--- src/rtl/imem_line_responder_pkg.sv ---
// ----------------------------------------------------------------------------
// imem_pkg
// Shared types and constants for the instruction-line responder.
//   imem_state_t : responder FSM states
//   line_t       : one full instruction line (LINE_BEATS * BEAT_W bits)
//   OFFSET_W     : byte-offset bits within a line (32-byte line)
//   WIDX_W       : word index bits within a line
//   TAG_W        : address bits above the line offset
// ----------------------------------------------------------------------------
package imem_pkg;

    localparam int IMEM_LINE_BEATS = 4;
    localparam int IMEM_BEAT_W     = 64;
    localparam int WORDS_PER_LINE  = (IMEM_LINE_BEATS * IMEM_BEAT_W) / 32;
    localparam int OFFSET_W        = 5;
    localparam int WIDX_W          = $clog2(WORDS_PER_LINE);
    localparam int TAG_W           = 32 - OFFSET_W;

    typedef enum logic [1:0] {
        IDLE,
        REQ,
        FILL,
        RESP
    } imem_state_t;

    typedef logic [IMEM_LINE_BEATS*IMEM_BEAT_W-1:0] line_t;

endpackage

--- src/rtl/imem_line_responder_if.sv ---
// ----------------------------------------------------------------------------
// imem_line_responder_if
// Bundles the fetch-side request/response signals and the backing-memory
// burst signals of the instruction-line responder.
//   slave  : the responder (consumes requests, issues bursts)
//   master : the environment (fetch stage + memory arbiter)
// ----------------------------------------------------------------------------
interface imem_line_responder_if #(
    parameter int BEAT_W = 64
);
    logic [31:0]       imem_addr;
    logic [3:0]        imem_rmask;
    logic              flush;
    logic [31:0]       imem_rdata;
    logic              imem_resp;
    logic [31:0]       bmem_addr;
    logic              bmem_read;
    logic              bmem_ready;
    logic [BEAT_W-1:0] bmem_rdata;
    logic              bmem_rvalid;

    modport slave (
        input  imem_addr, imem_rmask, flush, bmem_ready, bmem_rdata, bmem_rvalid,
        output imem_rdata, imem_resp, bmem_addr, bmem_read
    );

    modport master (
        output imem_addr, imem_rmask, flush, bmem_ready, bmem_rdata, bmem_rvalid,
        input  imem_rdata, imem_resp, bmem_addr, bmem_read
    );
endinterface

--- src/rtl/imem_line_responder_line_buf.sv ---
// ----------------------------------------------------------------------------
// imem_line_buf
// Storage for the single instruction line plus its tag and valid bit.
//   beat_we/beat_idx/beat_data : write one burst beat into the line
//   tag_we/tag_in              : install tag and mark the line valid
//   inval                      : clear the valid bit (a fill is starting)
//   lookup_tag -> hit          : combinational tag compare
//   rd_idx -> rd_word          : combinational 32-bit word select
// ----------------------------------------------------------------------------
module imem_line_buf
    import imem_pkg::*;
#(
    parameter int LINE_BEATS = IMEM_LINE_BEATS,
    parameter int BEAT_W     = IMEM_BEAT_W
) (
    input  logic                          clk,
    input  logic                          rst_n,
    input  logic                          beat_we,
    input  logic [$clog2(LINE_BEATS)-1:0] beat_idx,
    input  logic [BEAT_W-1:0]             beat_data,
    input  logic                          tag_we,
    input  logic [TAG_W-1:0]              tag_in,
    input  logic                          inval,
    input  logic [TAG_W-1:0]              lookup_tag,
    input  logic [WIDX_W-1:0]             rd_idx,
    output logic                          hit,
    output logic [31:0]                   rd_word
);

    logic [LINE_BEATS*BEAT_W-1:0] line_q, line_d;
    logic [TAG_W-1:0]             tag_q, tag_d;
    logic                         valid_q, valid_d;

    always_comb begin
        line_d  = line_q;
        tag_d   = tag_q;
        valid_d = valid_q;
        if (beat_we) begin
            line_d[beat_idx*BEAT_W +: BEAT_W] = beat_data;
        end
        if (inval) begin
            valid_d = 1'b0;
        end
        if (tag_we) begin
            tag_d   = tag_in;
            valid_d = 1'b1;
        end
    end

    // Line contents are qualified by valid_q, so they need no reset.
    always_ff @(posedge clk) begin
        line_q <= line_d;
    end

    always_ff @(posedge clk or negedge rst_n) begin
        if (!rst_n) begin
            tag_q   <= '0;
            valid_q <= 1'b0;
        end else begin
            tag_q   <= tag_d;
            valid_q <= valid_d;
        end
    end

    assign hit     = valid_q && (tag_q == lookup_tag);
    assign rd_word = line_q[rd_idx*32 +: 32];

endmodule

--- src/rtl/imem_line_responder.sv ---
// ----------------------------------------------------------------------------
// imem_line_responder
// Responder end of the fetch->imem link. Holds one 32-byte instruction line:
// hits answer one cycle after the request, misses burst-fill the line from
// backing memory and then answer. A flush while a miss is outstanding lets
// the fill complete but suppresses its response.
//   clk, rst_n : clock (rising edge), asynchronous active-low reset
//   bus        : imem_addr/imem_rmask/flush in, imem_rdata/imem_resp out,
//                bmem_addr/bmem_read out, bmem_ready/bmem_rdata/bmem_rvalid in
// ----------------------------------------------------------------------------
module imem_line_responder
    import imem_pkg::*;
#(
    parameter int LINE_BEATS = IMEM_LINE_BEATS,
    parameter int BEAT_W     = IMEM_BEAT_W
) (
    input  logic                  clk,
    input  logic                  rst_n,
    imem_line_responder_if.slave  bus
);

    localparam int                BCNT_W    = $clog2(LINE_BEATS);
    localparam logic [BCNT_W-1:0] LAST_BEAT = BCNT_W'(LINE_BEATS - 1);

    imem_state_t       state_q, state_d;
    logic [BCNT_W-1:0] beat_cnt_q, beat_cnt_d;
    logic              kill_q, kill_d;
    logic [31:2]       req_addr_q, req_addr_d;
    logic              imem_resp_q, imem_resp_d;
    logic [31:0]       imem_rdata_q, imem_rdata_d;
    logic              bmem_read_q, bmem_read_d;
    logic [31:0]       bmem_addr_q, bmem_addr_d;

    logic              buf_hit;
    logic [31:0]       buf_word;
    logic [WIDX_W-1:0] rd_idx;
    logic              beat_we;
    logic              tag_we;
    logic              inval;

    // The single read port serves hit lookups in IDLE and the miss response
    // in RESP; the two never overlap.
    assign rd_idx = (state_q == RESP) ? req_addr_q[OFFSET_W-1:2]
                                      : bus.imem_addr[OFFSET_W-1:2];

    imem_line_buf #(
        .LINE_BEATS (LINE_BEATS),
        .BEAT_W     (BEAT_W)
    ) u_line_buf (
        .clk        (clk),
        .rst_n      (rst_n),
        .beat_we    (beat_we),
        .beat_idx   (beat_cnt_q),
        .beat_data  (bus.bmem_rdata),
        .tag_we     (tag_we),
        .tag_in     (req_addr_q[31:OFFSET_W]),
        .inval      (inval),
        .lookup_tag (bus.imem_addr[31:OFFSET_W]),
        .rd_idx     (rd_idx),
        .hit        (buf_hit),
        .rd_word    (buf_word)
    );

    always_comb begin
        state_d      = state_q;
        beat_cnt_d   = beat_cnt_q;
        kill_d       = kill_q;
        req_addr_d   = req_addr_q;
        imem_resp_d  = 1'b0;
        imem_rdata_d = imem_rdata_q;
        bmem_read_d  = bmem_read_q;
        bmem_addr_d  = bmem_addr_q;
        beat_we      = 1'b0;
        tag_we       = 1'b0;
        inval        = 1'b0;

        unique case (state_q)
            IDLE: begin
                if (bus.imem_rmask != 4'd0) begin
                    if (buf_hit) begin
                        imem_resp_d  = 1'b1;
                        imem_rdata_d = buf_word;
                    end else begin
                        req_addr_d  = bus.imem_addr[31:2];
                        bmem_addr_d = {bus.imem_addr[31:OFFSET_W], {OFFSET_W{1'b0}}};
                        bmem_read_d = 1'b1;
                        inval       = 1'b1;
                        state_d     = REQ;
                    end
                end
            end
            REQ: begin
                if (bus.flush) kill_d = 1'b1;
                if (bus.bmem_ready) begin
                    bmem_read_d = 1'b0;
                    beat_cnt_d  = '0;
                    state_d     = FILL;
                end
            end
            FILL: begin
                if (bus.flush) kill_d = 1'b1;
                if (bus.bmem_rvalid) begin
                    beat_we = 1'b1;
                    if (beat_cnt_q == LAST_BEAT) begin
                        tag_we  = 1'b1;
                        state_d = RESP;
                    end else begin
                        beat_cnt_d = beat_cnt_q + 1'b1;
                    end
                end
            end
            RESP: begin
                // A flush landing in this very cycle also suppresses the answer.
                if (!kill_q && !bus.flush) begin
                    imem_resp_d  = 1'b1;
                    imem_rdata_d = buf_word;
                end
                kill_d  = 1'b0;
                state_d = IDLE;
            end
            default: state_d = IDLE;
        endcase
    end

    always_ff @(posedge clk or negedge rst_n) begin
        if (!rst_n) begin
            state_q      <= IDLE;
            beat_cnt_q   <= '0;
            kill_q       <= 1'b0;
            req_addr_q   <= '0;
            imem_resp_q  <= 1'b0;
            imem_rdata_q <= '0;
            bmem_read_q  <= 1'b0;
            bmem_addr_q  <= '0;
        end else begin
            state_q      <= state_d;
            beat_cnt_q   <= beat_cnt_d;
            kill_q       <= kill_d;
            req_addr_q   <= req_addr_d;
            imem_resp_q  <= imem_resp_d;
            imem_rdata_q <= imem_rdata_d;
            bmem_read_q  <= bmem_read_d;
            bmem_addr_q  <= bmem_addr_d;
        end
    end

    assign bus.imem_resp  = imem_resp_q;
    assign bus.imem_rdata = imem_rdata_q;
    assign bus.bmem_read  = bmem_read_q;
    assign bus.bmem_addr  = bmem_addr_q;

endmodule

--- src/flat_wrapper.sv ---
// flat-port wrapper written by rule: the top's interface ports become plain ports
module imem_line_responder_flat import imem_pkg::*;
#(
    parameter int LINE_BEATS = IMEM_LINE_BEATS,
    parameter int BEAT_W     = IMEM_BEAT_W
)
  (clk, rst_n, bus_imem_addr, bus_imem_rmask, bus_flush, bus_bmem_ready, bus_bmem_rdata, bus_bmem_rvalid, bus_imem_rdata, bus_imem_resp, bus_bmem_addr, bus_bmem_read);
  imem_line_responder_if #(.BEAT_W(BEAT_W)) bus_i ();
  input  logic clk;
  input  logic rst_n;
  input wire logic [$bits(bus_i.imem_addr)-1:0] bus_imem_addr;
  input wire logic [$bits(bus_i.imem_rmask)-1:0] bus_imem_rmask;
  input wire logic [$bits(bus_i.flush)-1:0] bus_flush;
  input wire logic [$bits(bus_i.bmem_ready)-1:0] bus_bmem_ready;
  input wire logic [$bits(bus_i.bmem_rdata)-1:0] bus_bmem_rdata;
  input wire logic [$bits(bus_i.bmem_rvalid)-1:0] bus_bmem_rvalid;
  output wire logic [$bits(bus_i.imem_rdata)-1:0] bus_imem_rdata;
  output wire logic [$bits(bus_i.imem_resp)-1:0] bus_imem_resp;
  output wire logic [$bits(bus_i.bmem_addr)-1:0] bus_bmem_addr;
  output wire logic [$bits(bus_i.bmem_read)-1:0] bus_bmem_read;
  assign bus_i.imem_addr = bus_imem_addr;
  assign bus_i.imem_rmask = bus_imem_rmask;
  assign bus_i.flush = bus_flush;
  assign bus_i.bmem_ready = bus_bmem_ready;
  assign bus_i.bmem_rdata = bus_bmem_rdata;
  assign bus_i.bmem_rvalid = bus_bmem_rvalid;
  assign bus_imem_rdata = bus_i.imem_rdata;
  assign bus_imem_resp = bus_i.imem_resp;
  assign bus_bmem_addr = bus_i.bmem_addr;
  assign bus_bmem_read = bus_i.bmem_read;
  imem_line_responder #(.LINE_BEATS(LINE_BEATS), .BEAT_W(BEAT_W)) u_core (.clk(clk), .rst_n(rst_n), .bus(bus_i));
endmodule
--- config.mk ---
export PLATFORM = sky130hd
export DESIGN_NAME = imem_line_responder_flat
export DESIGN_NICKNAME = d
export VERILOG_FILES = /design/src/rtl/imem_line_responder_pkg.sv /design/src/rtl/imem_line_responder_if.sv /design/src/rtl/imem_line_responder_line_buf.sv /design/src/rtl/imem_line_responder.sv /design/src/flat_wrapper.sv
export SDC_FILE = /design/constraint.sdc
export NUM_CORES = 1
export LEC_CHECK = 0
export CELL_PAD_IN_SITES_DETAIL_PLACEMENT = 1
export CELL_PAD_IN_SITES_GLOBAL_PLACEMENT = 2
export CORE_MARGIN = 2
export CORE_UTILIZATION = 49
export CTS_BUF_LIST = sky130_fd_sc_hd__clkbuf_8
export DETAILED_ROUTE_END_ITERATION = 12
export DONT_BUFFER_PORTS = 1
export PLACE_DENSITY = 0.85
export RECOVER_POWER = 100
export SYNTH_ARGS = -nofsm -noshare
export SYNTH_HDL_FRONTEND = slang
export SYNTH_SLANG_ARGS = --single-unit
--- constraint.sdc ---
create_clock -name clk -period 3.7 [get_ports clk]
set_input_delay 0.74 -clock clk [delete_from_list [all_inputs] [get_ports clk]]
set_output_delay 0.74 -clock clk [all_outputs]
set_load 0.005 [all_outputs]
# ---- Word-level counts from Yosys, hierarchy flattened
# Cells that the tools add are included.
dict set report word_totals {
  word_cells 85
  inputBits 105
  ff_bits 380
}
dict set report op_classes {
  mux 36
  bitwise_logic 1
  eq_ne 14
  n_reduce_logical 18
  shift 3
  addsub 2
}
# cell n
set ops {}
lappend ops {{256-bit bitwise mux} 1}
lappend ops {{64-bit by 34-bit variable shift with 256-bit output, first input constant} 1}
lappend ops {{256-bit by 9-bit variable part select with 32-bit output} 1}
lappend ops {{64-bit by 34-bit variable part select with 256-bit output} 1}
lappend ops {{32-bit 2-to-1 mux} 3}
lappend ops {{32-bit one-hot mux with 2 select lines} 1}
lappend ops {{8-bit negator with 34-bit output} 1}
lappend ops {{27-bit == test} 1}
lappend ops {{1-bit 2-to-1 mux} 17}
lappend ops {{2-bit 2-to-1 mux} 8}
lappend ops {{4-bit AND reduction} 3}
lappend ops {{2-bit inequality test, second input constant} 5}
lappend ops {{2-bit nonzero test} 5}
lappend ops {{2-bit by 1-bit inequality test with 1-bit output, second input constant} 4}
lappend ops {{2-bit one-hot mux with 4 select lines} 1}
lappend ops {{2-bit == test, second input constant} 3}
lappend ops {{1-bit one-hot mux with 2 select lines} 3}
lappend ops {{5-bit AND reduction} 1}
lappend ops {{2-bit one-hot mux with 2 select lines} 1}
lappend ops {{4-bit nonzero test} 1}
lappend ops {{3-bit 2-to-1 mux} 1}
lappend ops {{3-bit AND reduction} 1}
lappend ops {{2-bit by 1-bit adder with 2-bit output, second input constant} 1}
lappend ops {{2-bit by 1-bit == test with 1-bit output, second input constant} 1}
lappend ops {{other kinds (6)} 8}

# ---- Depth between registers and ports, before layout
dict set report depth {
  word_depth 7
  ltp_mapped 8
  ltp_nobuf 7
}

# ---- Modules after synthesis
# From an unflattened synthesis, not the netlist that was laid out.
dict set report hier_totals {
  cells_unflattened 980
  hier_area_um2 16026.6
}
# mod instances cells_each area_each_um2
set modules_own_cells {}
lappend modules_own_cells {imem_line_buf 1 761 12941.2}
lappend modules_own_cells {imem_line_responder 1 219 3085.5}

# ---- Worst setup path after synthesis
# OpenSTA, ideal clock, no wires.
dict set report synth_path {
  kind {input-to-reg}
  startpoint {input bus_bmem_rvalid}
  endpoint {register u_core.u_line_buf.line_q[100] (enable)}
  slack_ns 0.689
  arrival_time_ns 2.581
  setup_time_ns 0.429
  stages 2
  path_buffers 1
  path_cell_list {clkbuf_1 > and3_1}
}
dict set report synth_via {
  elab_chain_len 2
}
# element line_no
set synth_lines {}
lappend synth_lines {{from (decl)} flat_wrapper.sv:16} ;# input wire logic [$bits(bus_i.bmem_rvalid)-1:0] bus_bmem_rvalid;
lappend synth_lines {{1-bit 2-to-1 mux} imem_line_responder.sv:102} ;# if (bus.bmem_rvalid) begin
lappend synth_lines {{1-bit 2-to-1 mux} imem_line_responder.sv:77} ;# unique case (state_q)
lappend synth_lines {{to (signal assigned)} imem_line_responder_line_buf.sv:52} ;# line_q <= line_d;
lappend synth_lines {{to (decl)} imem_line_responder_line_buf.sv:30} ;# logic [LINE_BEATS*BEAT_W-1:0] line_q, line_d;
# No other way between the ends.
# A chain may end at the register's enable or synchronous reset.

# ---- Worst setup path in the final report
dict set report layout_path {
  startpoint {register u_core.beat_cnt_q[0]}
  endpoint {register u_core.u_line_buf.line_q[123], data pin}
}
dict set report layout_via {
  elab_chain_len 3
  word_cells_on_any_way 4
  cone_classes {1 x add/sub; 2 x shift; 1 x mux}
}
# element line_no
set layout_lines {}
lappend layout_lines {{from (decl)} imem_line_responder.sv:26} ;# logic [BCNT_W-1:0] beat_cnt_q, beat_cnt_d;
lappend layout_lines {{from (signal assigned)} imem_line_responder.sv:137} ;# beat_cnt_q <= beat_cnt_d;
lappend layout_lines {{8-bit negator with 34-bit output *} imem_line_responder_line_buf.sv:39} ;# line_d[beat_idx*BEAT_W +: BEAT_W] = beat_data;
lappend layout_lines {{64-bit by 34-bit variable part select with 256-bit output / 64-bit by 34-bit variable shift with 256-bit output (equally long branches)} imem_line_responder_line_buf.sv:39}
lappend layout_lines {{256-bit bitwise mux *} imem_line_responder_line_buf.sv:39}
# Mark *: on every way between the ends. The rest lies on a longest branch, timed or not.

==> run_results.csv <==
group,metric,value,unit
outcome,run_status,"complete, but fails checks",
outcome,violated_checks,"max-capacitance violations, max-slew violations",
floorplanning,floorplan.rows,66,
synthesis,asyncSetResetFlopFracSynth,27.48,%
grt,globalRouteMet2Util,36.07,%
power_and_ir_drop,power.ir.vdd_worst,318.9,uV
detailed_routing,detail_route.wirelength,34030,um
grt,grt_busiest_layer,"met2",
synthesis,yosys_register_bits,353,
grt,groute.layer.met1.usage,24.26,%
grt,track_usage,20.33,%
synthesis,post-synth-top-area-fraction,47.79,%
detailed_routing,post_drt_wl_per_cell,23.18,um
synthesis,synthesis.area_per_instance,16.45,um^2
worst_setup_path,worst_setup_path_end_kind,"flop",
synthesis,synth-seq-area-share,62.89,%
clock_tree,clk_root_buffer_cell,"sky130_fd_sc_hd__clkbuf_8",
clock_tree,cts-root-to-sink-buffers,3,
clock_tree,cts_tree,"done",
cells_and_area,fraction_of_final_layout_cells_with_drive_strength_greater_than_1,21.25,%
clock_tree,cts.htree.levels,2,
floorplanning,core_region_area,32450,um^2
detailed_routing,number_of_violations_reported_at_the_end_of_detailed_routing_iteration_0,406,
detailed_routing,via_per_inst,5.492,
power_and_ir_drop,switching_power,3.549,mW
floorplanning,floorplan.die_area,34290,um^2
detailed_routing,drc_errors,0,
detailed_routing,drtAntennaViolNets,0,
synthesis,number_of_enable_flip_flop_cells_after_synthesis,256,
power_and_ir_drop,power.static_leakage,6.153,nW
detailed_routing,first_pass_iters,4,
worst_setup_path,regToRegEndpoint,"u_core.u_line_buf.line_q[123]$_DFFE_PP_",
floorplanning,io-pin-count,171,
placed_design,place_area,16440,um^2
placed_design,port-buffer-count,0,
min_path,holdCritPathClass,"input port to flop",
cells_and_area,layout-area-overhead-vs-synth,8.409,%
worst_setup_path,cp-start-kind,"flop",
clock_tree,post_cts_buffers,0,
synthesis,netlist.top_cell.by_area,"sky130_fd_sc_hd__edfxtp_1",
power_and_ir_drop,switching_share,29.26,%
synthesis,synthesis.instances,978,
floorplanning,starting_density_of_the_core,49.56,%
min_path,worstHoldStart,"bus_flush",
timing,rsz0062_at_grt,"false",
synthesis,post_synth_instance_area,16080,um^2
worst_setup_path,timing.critical_path.slowest_cell_delay,1.28,ns
timing,final.period_utilization,82.39,%
worst_setup_path,critical_path_cell_list,"inv_1, ha_1, nor3b_1, clkbuf_1, and2_1",
floorplanning,die_w,185.2,um
clock_tree,cts.reportedPaths.clkPinSlew,0.06,ns
min_path,worst_hold_path.endpoint,"u_core.kill_q$_DFFE_PN0P_",
grt,first_global_vias,9038,
worst_setup_path,setup.reg_to_reg.worst_slack,0.65,ns
placed_design,gp_congestion,0.6980,
timing,maxSlewHeadroom,-84.67,%
timing,final.min_clock_period,3.048,ns
worst_setup_path,crit_fanout,36,
floorplanning,die_h,185.2,um
synthesis,yosys-top-cells-area,"sky130_fd_sc_hd__edfxtp_1, sky130_fd_sc_hd__dfrtp_1, sky130_fd_sc_hd__and2_1",
timing,pin_slew_with_the_least_headroom_to_its_limit,2.770,ns
timing,worst_clock_skew,0.01958,ns
power_and_ir_drop,cellInternalPower,8.581,mW
power_and_ir_drop,powerDensity,695.7,nW/um^2
cells_and_area,antenna-diode-count,0,
run,max_cap_viol_count,8,
cells_and_area,layout.cell_area.non_filler,17440,um^2
grt,grt-ovfl-total,0,
timing,timing.final.setup_violations,0,
min_path,worst_hold_path.num_cells,1,
worst_setup_path,regToRegStartpoint,"u_core.beat_cnt_q[0]$_DFFE_PN0P_",
timing,timing.final.hold_violations,0,
worst_setup_path,crit_type,"flop to flop",
power_and_ir_drop,share_of_total_power_in_combinational_logic,25.7,%
clock_tree,post_cts_resized,0,
clock_tree,numCtsBuffers,58,
grt,largest_net_degree_at_the_start_of_global_routing,98,
detailed_routing,routed-via-count,8062,
clock_tree,clkLatencyLatePin,0.60,ns
power_and_ir_drop,clockPowerShare,27.5,%
clock_tree,cts.sinks,353,
grt,global_route_wire_length_before_repair,52090,um
worst_setup_path,worstRegToRegCells,5,
synthesis,post_synth_num_cell_types,40,
worst_setup_path,worstPathArrival,3.50,ns
worst_setup_path,worstPathRequired,4.15,ns
worst_setup_path,crit_slowest_cell,"sky130_fd_sc_hd__clkbuf_1",
synthesis,yosys_most_used_dff,"sky130_fd_sc_hd__edfxtp_1",
timing,timing.fmax,328.1,MHz
grt,groute.layer.met3.usage,5.604,%
synthesis,yosys_warnings,0,
timing,final_total_negative_setup_slack,0,ns
cells_and_area,final_net_count,1095,
power_and_ir_drop,seq_power_share,46.8,%
timing,finalMaxSlewViolations,459,
grt,grt_antenna_before_repair,0,
placed_design,dp_hpwl,19960,um
[routing by layer]
layer	wire [um]	part of all wire, %
met1	13680	40
met2	17610	52
met3	2182	6.4
met4	555	1.6
met5	0	0
[cells in the mapped netlist (2+ instances only)]
| cell | n |
|---|---|
| sky130_fd_sc_hd__mux2_2 | 96 |
| sky130_fd_sc_hd__edfxtp_1 | 256 |
| sky130_fd_sc_hd__mux4_1 | 49 |
| sky130_fd_sc_hd__a21oi_1 | 3 |
| sky130_fd_sc_hd__mux2i_1 | 3 |
| sky130_fd_sc_hd__buf_2 | 10 |
| sky130_fd_sc_hd__buf_6 | 8 |
| sky130_fd_sc_hd__nor3b_1 | 4 |
| sky130_fd_sc_hd__nand2_1 | 4 |
| sky130_fd_sc_hd__a22o_1 | 2 |
| sky130_fd_sc_hd__and2_1 | 256 |
| sky130_fd_sc_hd__inv_1 | 6 |
| sky130_fd_sc_hd__dfrtp_1 | 97 |
| sky130_fd_sc_hd__nor2_1 | 2 |
| sky130_fd_sc_hd__and3_1 | 4 |
| sky130_fd_sc_hd__nor3_1 | 2 |
| sky130_fd_sc_hd__o22ai_1 | 2 |
| sky130_fd_sc_hd__mux4_2 | 15 |
| sky130_fd_sc_hd__buf_4 | 35 |
| sky130_fd_sc_hd__nor2b_1 | 3 |
| sky130_fd_sc_hd__ha_1 | 10 |
| sky130_fd_sc_hd__xnor2_1 | 27 |
| sky130_fd_sc_hd__nand4_1 | 8 |
| sky130_fd_sc_hd__nor4_1 | 3 |
| sky130_fd_sc_hd__clkbuf_1 | 30 |
| sky130_fd_sc_hd__mux2_4 | 26 |
| sky130_fd_sc_hd__o21ai_0 | 4 |
[cell usage in the layout, fill, tap and decap left out, types with 2 or more instances in the layout]
cell type	instances
sky130_fd_sc_hd__edfxtp_1	256
sky130_fd_sc_hd__nand4_1	8
sky130_fd_sc_hd__conb_1	5
sky130_fd_sc_hd__clkinv_1	3
sky130_fd_sc_hd__a21oi_1	3
sky130_fd_sc_hd__dfrtp_1	97
sky130_fd_sc_hd__o21ai_0	4
sky130_fd_sc_hd__clkbuf_8	75
sky130_fd_sc_hd__mux2_1	25
sky130_fd_sc_hd__and3_2	4
sky130_fd_sc_hd__xnor2_1	27
sky130_fd_sc_hd__o22ai_1	2
sky130_fd_sc_hd__nor4_1	3
sky130_fd_sc_hd__mux4_2	15
sky130_fd_sc_hd__clkbuf_1	6
sky130_fd_sc_hd__nor3_1	2
sky130_fd_sc_hd__buf_4	6
sky130_fd_sc_hd__clkinv_2	5
sky130_fd_sc_hd__mux2i_4	3
sky130_fd_sc_hd__mux4_1	49
sky130_fd_sc_hd__and2_0	126
sky130_fd_sc_hd__clkbuf_2	4
sky130_fd_sc_hd__nand2_1	4
sky130_fd_sc_hd__buf_12	4
sky130_fd_sc_hd__mux2_2	95
sky130_fd_sc_hd__nor2_1	2
sky130_fd_sc_hd__and2_1	130
sky130_fd_sc_hd__mux2_4	2
sky130_fd_sc_hd__ha_1	10
sky130_fd_sc_hd__inv_1	28
sky130_fd_sc_hd__nor3b_1	4
sky130_fd_sc_hd__nor2b_1	3
[flip-flops by register name (all words and copies together), names as in the netlist, 2 cells and up]
name                      flops
u_core.u_line_buf.line_q    256
u_core.bus.imem_rdata        32
u_core.req_addr_q            29
u_core.u_line_buf.tag_q      27
u_core.beat_cnt_q             2
u_core.state_q                2
[worst max path at each step]
stage	slack, ns	startpoint	cells after the start	to
floorplan	0.69	bus_bmem_rvalid	2	u_core.u_line_buf.line_q[100]$_DFFE_PP_
global placement	0.89	bus_imem_addr[2]	5	u_core.bus.imem_rdata[27]$_DFFE_PN0P_
detailed placement	0.87	u_core.state_q[0]$_DFFE_PN0P_	6	u_core.bus.imem_rdata[27]$_DFFE_PN0P_
CTS	0.87	u_core.state_q[0]$_DFFE_PN0P_	6	u_core.bus.imem_rdata[6]$_DFFE_PN0P_
global route	0.42	u_core.beat_cnt_q[0]$_DFFE_PN0P_	5	u_core.u_line_buf.line_q[123]$_DFFE_PP_
finish	0.65	u_core.beat_cnt_q[0]$_DFFE_PN0P_	5	u_core.u_line_buf.line_q[123]$_DFFE_PP_
[worst max-delay path, delay by kind of cell, from the launching register on]
kind                     cells  cell delay, ns
AND/OR/NAND/NOR              2            0.57
adder cells (fa/ha/maj)      1            0.39
flip-flops                   1            0.50
buffers and inverters        2            1.45
[kinds of logic (layout without fill, tap and decap cells)]
kind of cell             after synthesis  count (layout)  share of synthesized area [%]
other                                  1               5                        0.02331
AO/OA/AOI/OAI                         19              19                         0.8091
flip-flops                           353             353                          62.89
XOR/XNOR                              27              27                          1.470
buffers and inverters                 89             133                          3.345
adder cells (fa/ha/maj)               10              10                         0.7779
AND/OR/NAND/NOR                      290             290                          11.25
multiplexers                         189             189                          19.44
[final cells by class]
type / instances / area, um^2
fill: 3064 / 15020
sequential: 353 / 10110
multi-input combinational: 540 / 5413
clock buffer: 75 / 1032
tap: 442 / 553.0
timing repair buffer: 21 / 175.2
clock inverter: 31 / 126.4
inverter: 6 / 22.52
[power groups by stage]
stage / Sequential, mW / Combinational (mW) / Clock [mW]
after floorplan: 5.54 / 2.79 / 0
after global routing: 5.78 / 3.43 / 3.59
after global placement: 5.73 / 3.23 / 0
final: 5.68 / 3.12 / 3.33
after detailed placement: 5.78 / 3.33 / 0
after CTS: 5.71 / 3.38 / 3.42
[per-stage QoR]
| step | hold WS, ns | power [mW] | std cells | utilization (%) | worst slack [ns] |
|---|---|---|---|---|---|
| 6_report | 0.2367 | 12.13 | 1468 | 53.73 | 0.6517 |
| 3_5_place_dp | 0.4463 | 9.110 | 1361 | 50.66 | 0.8669 |
| 3_3_place_gp | 0.4468 | 8.963 | 1361 | 50.66 | 0.8860 |
| 5_1_grt | 0.2031 | 12.80 | 1468 | 53.73 | 0.4164 |
| 4_1_cts | 0.09097 | 12.51 | 1468 | 54.31 | 0.8654 |
| 2_1_floorplan | 0.4444 | 8.332 | 982 | - | 0.6894 |
[repair_timing]
action                                  CTS  global route
hold endpoints to repair                 97             0
endpoints found under the setup margin    0             0
hold buffers                              1             0
Power figures use the tool's default switching activity.
